==> src/rtl/alu_decode_exec.sv <==
// alu_decode_exec: EX-stage ALU. It decodes ALUOp/funct3/funct7, executes the operation and
// registers the result behind valid/ready handshakes. Single-cycle ops (add/sub/logic/shift/
// slt/mul) complete in one cycle. Divide/remainder uses an iterative radix-2 restoring divider
// that produces one quotient bit per cycle.
//
// Build option: define ALU_DIV_EN to include the divider. Without it, divide-group encodings
// are reported as illegal and busy is tied low.
//
// Ports:
//   clk, reset          rising-edge clock, synchronous active-high reset
//   in_valid/in_ready   operation handshake (ALUOp, funct3, funct7, a, b)
//   out_valid/out_ready result handshake; result, zero and illegal are held while stalled
//   busy                divider is iterating
module alu_decode_exec #(
    parameter int unsigned XLEN = 32
) (
    input  logic            clk,
    input  logic            reset,
    input  logic            in_valid,
    output logic            in_ready,
    input  logic [1:0]      ALUOp,
    input  logic [2:0]      funct3,
    input  logic [6:0]      funct7,
    input  logic [XLEN-1:0] a,
    input  logic [XLEN-1:0] b,
    output logic            out_valid,
    input  logic            out_ready,
    output logic [XLEN-1:0] result,
    output logic            zero,
    output logic            illegal,
    output logic            busy
);
    localparam int unsigned ShW = $clog2(XLEN);

    localparam logic [1:0] StIdle = 2'd0;
    localparam logic [1:0] StDone = 2'd1;
`ifdef ALU_DIV_EN
    localparam logic [1:0] StDiv  = 2'd2;
`endif

    localparam logic [3:0] OpIll  = 4'd0;
    localparam logic [3:0] OpAdd  = 4'd1;
    localparam logic [3:0] OpSub  = 4'd2;
    localparam logic [3:0] OpSll  = 4'd3;
    localparam logic [3:0] OpSlt  = 4'd4;
    localparam logic [3:0] OpSltu = 4'd5;
    localparam logic [3:0] OpXor  = 4'd6;
    localparam logic [3:0] OpSrl  = 4'd7;
    localparam logic [3:0] OpSra  = 4'd8;
    localparam logic [3:0] OpOr   = 4'd9;
    localparam logic [3:0] OpAnd  = 4'd10;
    localparam logic [3:0] OpMul  = 4'd11;
`ifdef ALU_DIV_EN
    localparam logic [3:0] OpDiv  = 4'd12;
`endif

    logic [1:0]      state_q, state_d;
    logic [XLEN-1:0] result_q, result_d;
    logic            zero_q, zero_d;
    logic            illegal_q, illegal_d;
    logic [3:0]      op;
    logic [XLEN-1:0] alu_res;
    logic [ShW-1:0]  shamt;
    logic            accept;

    assign shamt     = b[ShW-1:0];
    assign out_valid = (state_q == StDone);
    // A stalled result frees the unit in the same cycle the consumer takes it.
    assign in_ready  = (state_q == StIdle) | (out_valid & out_ready);
    assign accept    = in_valid & in_ready;
    assign result    = result_q;
    assign zero      = zero_q;
    assign illegal   = illegal_q;

    // Decode
    always_comb begin
        op = OpIll;
        case (ALUOp)
            2'b00: op = OpAdd;
            2'b01: op = OpSub;
            2'b10: begin
                case (funct7)
                    7'b0000000: begin
                        case (funct3)
                            3'b000:  op = OpAdd;
                            3'b001:  op = OpSll;
                            3'b010:  op = OpSlt;
                            3'b011:  op = OpSltu;
                            3'b100:  op = OpXor;
                            3'b101:  op = OpSrl;
                            3'b110:  op = OpOr;
                            default: op = OpAnd;
                        endcase
                    end
                    7'b0100000: begin
                        if (funct3 == 3'b000)      op = OpSub;
                        else if (funct3 == 3'b101) op = OpSra;
                    end
                    7'b0000001: begin
                        // funct3 001..011 (mulh variants) stay illegal.
                        if (funct3 == 3'b000) op = OpMul;
`ifdef ALU_DIV_EN
                        else if (funct3[2]) op = OpDiv;
`endif
                    end
                    default: op = OpIll;
                endcase
            end
            default: begin
                case (funct3)
                    3'b000: op = OpAdd;
                    3'b001: if (funct7 == 7'b0000000) op = OpSll;
                    3'b010: op = OpSlt;
                    3'b011: op = OpSltu;
                    3'b100: op = OpXor;
                    3'b101: begin
                        if (funct7 == 7'b0000000)      op = OpSrl;
                        else if (funct7 == 7'b0100000) op = OpSra;
                    end
                    3'b110:  op = OpOr;
                    default: op = OpAnd;
                endcase
            end
        endcase
    end

    // Single-cycle datapath
    always_comb begin
        alu_res = '0;
        case (op)
            OpAdd:   alu_res = a + b;
            OpSub:   alu_res = a - b;
            OpSll:   alu_res = a << shamt;
            OpSlt:   alu_res = {{(XLEN-1){1'b0}}, $signed(a) < $signed(b)};
            OpSltu:  alu_res = {{(XLEN-1){1'b0}}, a < b};
            OpXor:   alu_res = a ^ b;
            OpSrl:   alu_res = a >> shamt;
            OpSra:   alu_res = $signed(a) >>> shamt;
            OpOr:    alu_res = a | b;
            OpAnd:   alu_res = a & b;
            OpMul:   alu_res = a * b;
            default: alu_res = '0;
        endcase
    end

`ifdef ALU_DIV_EN
    logic [XLEN-1:0] quo_q, quo_d, rem_q, rem_d, dvs_q, dvs_d;
    logic [ShW-1:0]  cnt_q, cnt_d;
    logic            qneg_q, qneg_d, rneg_q, rneg_d, remop_q, remop_d;
    logic [XLEN:0]   div_tmp, div_diff;
    logic [XLEN-1:0] step_quo, step_rem, fin_quo, fin_rem;
    logic            a_neg, b_neg;

    assign busy  = (state_q == StDiv);
    // funct3[0] clear selects the signed forms (div, rem).
    assign a_neg = ~funct3[0] & a[XLEN-1];
    assign b_neg = ~funct3[0] & b[XLEN-1];

    // One restoring step on magnitudes; sign fix-up applies to the final step's output.
    always_comb begin
        div_tmp  = {rem_q, quo_q[XLEN-1]};
        div_diff = div_tmp - {1'b0, dvs_q};
        if (!div_diff[XLEN]) begin
            step_rem = div_diff[XLEN-1:0];
            step_quo = {quo_q[XLEN-2:0], 1'b1};
        end else begin
            step_rem = div_tmp[XLEN-1:0];
            step_quo = {quo_q[XLEN-2:0], 1'b0};
        end
        fin_quo = qneg_q ? -step_quo : step_quo;
        fin_rem = rneg_q ? -step_rem : step_rem;
    end
`else
    assign busy = 1'b0;
`endif

    // Control and result registers
    always_comb begin
        state_d   = state_q;
        result_d  = result_q;
        zero_d    = zero_q;
        illegal_d = illegal_q;
`ifdef ALU_DIV_EN
        quo_d     = quo_q;
        rem_d     = rem_q;
        dvs_d     = dvs_q;
        cnt_d     = cnt_q;
        qneg_d    = qneg_q;
        rneg_d    = rneg_q;
        remop_d   = remop_q;
`endif
        case (state_q)
`ifdef ALU_DIV_EN
            StDiv: begin
                quo_d = step_quo;
                rem_d = step_rem;
                cnt_d = cnt_q + 1'b1;
                if (cnt_q == ShW'(XLEN - 1)) begin
                    result_d  = remop_q ? fin_rem : fin_quo;
                    zero_d    = (result_d == '0);
                    illegal_d = 1'b0;
                    state_d   = StDone;
                end
            end
`endif
            default: begin
                if (out_valid && out_ready) state_d = StIdle;
                if (accept) begin
`ifdef ALU_DIV_EN
                    if (op == OpDiv) begin
                        quo_d   = a_neg ? -a : a;
                        dvs_d   = b_neg ? -b : b;
                        rem_d   = '0;
                        cnt_d   = '0;
                        // Divide by zero keeps the all-ones quotient, so never negate it.
                        qneg_d  = (a_neg ^ b_neg) & (b != '0);
                        rneg_d  = a_neg;
                        remop_d = funct3[1];
                        state_d = StDiv;
                    end else
`endif
                    begin
                        result_d  = (op == OpIll) ? '0 : alu_res;
                        zero_d    = (result_d == '0);
                        illegal_d = (op == OpIll);
                        state_d   = StDone;
                    end
                end
            end
        endcase
    end

    always_ff @(posedge clk) begin
        if (reset) begin
            state_q   <= StIdle;
            result_q  <= '0;
            zero_q    <= 1'b1;
            illegal_q <= 1'b0;
`ifdef ALU_DIV_EN
            quo_q     <= '0;
            rem_q     <= '0;
            dvs_q     <= '0;
            cnt_q     <= '0;
            qneg_q    <= 1'b0;
            rneg_q    <= 1'b0;
            remop_q   <= 1'b0;
`endif
        end else begin
            state_q   <= state_d;
            result_q  <= result_d;
            zero_q    <= zero_d;
            illegal_q <= illegal_d;
`ifdef ALU_DIV_EN
            quo_q     <= quo_d;
            rem_q     <= rem_d;
            dvs_q     <= dvs_d;
            cnt_q     <= cnt_d;
            qneg_q    <= qneg_d;
            rneg_q    <= rneg_d;
            remop_q   <= remop_d;
`endif
        end
    end

endmodule

==> config.mk <==
export PLATFORM = sky130hd
export DESIGN_NAME = alu_decode_exec
export DESIGN_NICKNAME = d
export VERILOG_FILES = /design/src/rtl/alu_decode_exec.sv
export SDC_FILE = /design/constraint.sdc
export NUM_CORES = 2
export LEC_CHECK = 0
export ABC_AREA = 0
export CAP_MARGIN = 5
export CORE_ASPECT_RATIO = 1.5
export CORE_MARGIN = 2
export CORE_UTILIZATION = 29
export DETAILED_ROUTE_END_ITERATION = 7
export REMOVE_ABC_BUFFERS = 1
export SLEW_MARGIN = 25
export SYNTH_ARGS = -nofsm -noshare
export SYNTH_HDL_FRONTEND = slang
export SYNTH_SLANG_ARGS = --single-unit
==> constraint.sdc <==
create_clock -name clk -period 10.3 [get_ports clk]
set_input_delay 2.06 -clock clk [delete_from_list [all_inputs] [get_ports clk]]
set_output_delay 2.06 -clock clk [all_outputs]
set_load 0.02 [all_outputs]
After elaboration in Yosys (flattened, before gate mapping)
Index checks and enable logic that the tools add are counted.
{"block": "classes", "shifts": 3, "n_addsub": 2, "order_cmp": 2, "div": 0, "n_reduce_logical": 8, "n_mux": 14, "eq_ne": 21, "mul": 1, "n_bitwise": 6}
{"op": "32-bit case mux with 11 select lines", "count": 1}
{"op": "32-bit less-than comparator", "count": 2}
{"op": "4-bit case mux with 7 select lines", "count": 2}
{"op": "32-bit adder", "count": 1}
{"op": "32-bit bitwise AND", "count": 1}
{"op": "32-bit zero test", "count": 1}
{"op": "32-bit by 32-bit multiplier with 32-bit output", "count": 1}
{"op": "32-bit two-way mux", "count": 1}
{"op": "32-bit OR", "count": 1}
{"op": "32-bit by 5-bit left shift with 32-bit output", "count": 1}
{"op": "32-bit by 5-bit >> shifter with 32-bit output", "count": 1}
{"op": "32-bit by 5-bit >>> shifter with 32-bit output", "count": 1}
{"op": "32-bit subtractor", "count": 1}
{"op": "32-bit bitwise XOR", "count": 1}
{"op": "4-bit case mux with 3 select lines", "count": 2}
{"op": "4-bit two-way mux", "count": 5}
{"op": "4-bit by 3-bit equality test with 1-bit output (second input constant)", "count": 4}
{"op": "4-bit equality test (second input constant)", "count": 4}
{"op": "3-bit equality test (second input constant)", "count": 3}
{"op": "4-bit by 2-bit equality test with 1-bit output (second input constant)", "count": 2}
{"op": "7-bit by 1-bit equality test with 1-bit output (second input constant)", "count": 1}
{"op": "7-bit by 6-bit equality test with 1-bit output (second input constant)", "count": 1}
{"op": "7-bit zero test", "count": 1}
{"op": "3-bit by 2-bit equality test with 1-bit output (second input constant)", "count": 2}
{"op": "other kinds (13)", "count": 16}
{"block": "totals", "reg_bits": 35, "word_cells": 61, "output_inout_bits": 37, "latchBits": 0, "mem_bits_rw": 0, "mem_bits_ro": 0, "mem_count": 0, "input_bits": 80}

Longest topological paths before layout
{"block": "logic_depth", "ltp_word": 9, "depth_mapped": 34}

Least setup slack after synthesis
OpenSTA, ideal clock, no wires.
{"block": "synth_timing", "path_type": "input port to flip-flop", "startpoint": "input port b[3]", "endpoint": "register zero_q, in the netlist zero", "setup_slack_ns": 0.183, "setup_time_ns": 0.084, "arrival_time_ns": 10.032, "path_buffers": 5, "cell_stages": 33, "required_time_ns": 10.216, "cell_sequence": "clkbuf_1 -> inv_1 -> buf_1 -> buf_1 -> buf_1 -> buf_1 -> nor2_1 -> fa_1 -> inv_1 -> fa_1 -> fa_1 -> fa_1 -> inv_1 -> fa_1 -> inv_1 -> fa_1 -> inv_1 -> fa_1 -> fa_1 -> ha_1 -> a21oi_1 -> o21ai_0 -> nand2_1 -> nand2_1 -> o31a_1 -> nand2_1 -> nand2b_1 -> a21oi_1 -> o21ai_0 -> xnor2_1 -> a221oi_1 -> clkinv_1 -> o31ai_2"}
{"block": "synth_between", "elab_chain_len": 4, "word_cells_on_any_way": 14, "classes_between": "add/sub: 2; mul: 1; order compare: 2; shift: 3; mux: 2; bitwise: 3; reduce/logical: 1"}
{"item": "start: declaration", "line": "25", "text": "input logic [XLEN-1:0] b,"}
{"item": "32-bit by 32-bit multiplier with 32-bit output, or another cell as far along", "line": "141", "text": "OpMul: alu_res = a * b;"}
{"item": "32-bit case mux with 11 select lines *", "line": "130", "text": "case (op)"}
{"item": "32-bit two-way mux *", "line": "223", "text": "result_d = (op == OpIll) ? '0 : alu_res;"}
{"item": "32-bit zero test *", "line": "224", "text": "zero_d = (result_d == '0);"}
{"item": "end signal: assignment", "line": "251", "text": "zero_q <= zero_d;"}
{"item": "end: declaration", "line": "59", "text": "logic zero_q, zero_d;"}
Every way passes the cells marked *; elsewhere a longest branch is shown, timed or not.
A chain may end at the register's enable or synchronous reset.

Worst setup path in the final report
{"block": "layout_timing", "startpoint": "input port b[7]", "endpoint": "register zero_q, in the netlist zero"}
{"block": "layout_between", "elab_chain_len": 4, "word_cells_on_any_way": 11, "classes_between": "add/sub: 2; mul: 1; order compare: 2; mux: 2; bitwise: 3; reduce/logical: 1"}
{"item": "32-bit by 32-bit multiplier with 32-bit output, or another cell as far along", "line": "141"}
{"item": "32-bit case mux with 11 select lines *", "line": "130"}
{"item": "32-bit two-way mux *", "line": "223"}
{"item": "32-bit zero test *", "line": "224"}
Marked as above.

==> key figures <==
STA
  • Slew headroom: about a fifth
  • Final worst-path cycle share: a little over nine tenths
  • Skew final: between 0.003 and 0.004 ns
  • Final TNS setup: 0 ns
  • RSZ-0062 raised after global routing: no
  • Slew @ Worst Pin: around 1.2 ns
  • Final setup viols: 0
  • Endpoints failing hold: 0
  • Tmin final: ~9.9 ns
  • Max Transition Viols Final: 0
  • F_max: 0.101 GHz

Clock tree
  • Root Buffer: clkbuf_16
  • CTS tree: done
  • CTS Buf Count: 5
  • CTS H-tree lvls: 2
  • Latest clock arrival within the worst-skew pair: between 0.2 and 0.3 ns
  • Clk buf depth: 2
  • CTS Sinks: 35
  • CTS hold repair buffers: 0
  • Clock transition at path regs: around 0.05 ns

Flow run
  • # Max-Cap Violations: 0

Die
  • Area of the core: 0.0889 sq mm
  • Die Area: around 0.09 sq mm
  • I/O pin count: 117
  • Die Ht: roughly 370 microns
  • Die X: around 250 microns
  • Row count: ~130
  • Initial Util: 29.2%

Drt
  • Drt pass-1 iters: 6
  • WL/cell: 29.4 microns
  • Vias per Instance: between 5 and 6
  • Final wirelength: 136000 microns
  • Final ANT Viol Nets: 0
  • Via count: around 26000
  • DRC Markers: 0
  • Starting DRT DRC Count: approximately 2500

Logic synthesis
  • EDFF count, synth: 0
  • Mapped Area: around 0.026 sq mm
  • Synth warnings: 0
  • Seq/Total Area, Yosys: 2.70%
  • Synth unique cells: around 100
  • Avg Inst Size Synth: about 7.8 sq um
  • Synthesized flop and latch total: 35
  • Post-Syn Instances: between 3000 and 4000
  • Top FF cell, synth: dfxtp_1
  • Ys async rst share: 0%

Critical path
  • Max FO, Critical Path: 5
  • Max incr delay on CP: a little over 0.5 ns
  • Crit start category: input port
  • Worst path required time: 10.50 ns
  • Crit-path slowest cell: fa_1
  • Setup CP Type: in2reg
  • CP arrival: around 10 ns
  • Endpoint class of the critical path: register
  • Most Frequent Cell on Critical Path: fa_1

GRT
  • Number of global-route vias before repair: 27000
  • Antenna violations before repair: 3
  • First-pass GRT wire length: 192000 microns
  • Gr usage total: roughly 30%
  • Largest net degree at the start of global routing: 82
  • GRT overflow: 0

Placed design
  • RePlAce Congestion: roughly 1.0
  • Port Buffers: 115
  • DP HPWL: 107000 microns

Outcome
  • Status: finished clean

Cells and area
  • Commonest non-fill, non-tap cells in the layout: nor2_1 (496), inv_1 (468), fa_1 (410), nand2_1 (374), ha_1 (219)
  • Syn-to-layout area delta: 14.2%
  • Commonest non-fill, non-tap cell in the layout: nor2_1
  • Util after Layout: between 30% and 40%
  • Layout cells sized above 1: a little over a tenth
  • Final nets: around 4200

Min path
  • Worst Hold Class: reg2reg
==> worst max-delay path: cells and delay by family <==
family                   cells  cell delay, ns
AO/OA/AOI/OAI                4            0.70
XOR/XNOR                     1            0.18
adder cells (fa/ha/maj)     10            4.08
buffers and inverters        9            1.51
AND/OR/NAND/NOR              8            1.62
==> cell usage after synthesis, types with 20 or more instances <==
master    count  area share (%)
nor2_1      497             7.2
inv_1       471             6.8
fa_1        410              32
nand2_1     375             5.4
ha_1        220              11
a21oi_1     134             2.6
clkbuf_1    125             1.8
o21ai_0     107             2.1
xnor2_1      87             2.9
nor3_1       71             1.4
mux2i_1      59             2.3
a211oi_1     49             1.4
nand3_1      49            0.95
dfxtp_1      35             2.7
mux4_2       32             2.8
buf_2        29            0.56
buf_1        28            0.41
o211ai_1     28            0.81
a21o_1       26            0.75
nand2b_1     26            0.63
mux2_2       23             1.0
o22ai_1      22            0.53
xor2_1       22            0.74
a31oi_1      20            0.48
==> state kept, by name (all words and copies together), names as in the netlist <==
| signal | flops |
|---|---|
| illegal | 1 |
| result | 32 |
| state_q | 1 |
| zero | 1 |
==> timing repair <==
| item | in CTS | in global routing |
|---|---|---|
| buffers inserted | 0 | 0 |
| gates resized for setup | 0 | 12 |
| endpoints found under the setup margin | 0 | 1 |
==> area by class of cell <==
type                    instances  area [sq um]
clock inverters                 3          15.0
repair buffers                337          2860
diodes                          1          2.50
well taps                    1156          1450
fillers                      9562         59300
inverters                     488          1840
clock buffers                   5           125
multi-input cells            2590         22600
flip-flops and latches         35           701
==> path summary, 6_finish.rpt <==
kind	start	to	slack [ns]	cells past startpoint
hold / removal	result[16]	result[16]	0.46	2
setup reg to reg	state_q[0]	zero	7.56	12
hold reg to reg	result[16]	result[16]	0.46	2
setup / recovery	b[7]	zero	0.35	32
==> layer usage <==
metal  share of wire, %  track usage, %  vias up
met4                 11            24.9        2
met5             0.0059               0        -
met2                 47            48.3     1573
met1                 34            32.4    13000
li1                   -               -    11200
met3                8.5            6.48      523
==> cells by family (layout without fill, tap and decap cells) <==
kind of cell	Yosys count	in the layout	synth area share (%)
AND/OR/NAND/NOR	1142	1142	18.9
buffers and inverters	689	833	10.5
adder cells (fa/ha/maj)	631	631	42.3
AO/OA/AOI/OAI	593	593	15.8
multiplexers	114	114	6.06
XOR/XNOR	109	109	3.68
flip-flops	35	35	2.70
other	1	2	0.0145
==> per-stage QoR <==
stage / hold WS, ns / area [sq um] / cells / worst slack (ns)
final: 0.458 / 29600 / 4615 / 0.353
after CTS: 0.461 / 29500 / 4612 / 0.147
after global placement: 0.446 / 29300 / 4604 / -0.0205
after global routing: 0.485 / 29600 / 4615 / 0.00918
after floorplan: 0.524 / 25000 / 3113 / 0.468
after detailed placement: 0.453 / 29400 / 4604 / -0.117
Power is not shown: default switching activity piles up to over one toggle a cycle in this logic, so the estimate is an artifact.
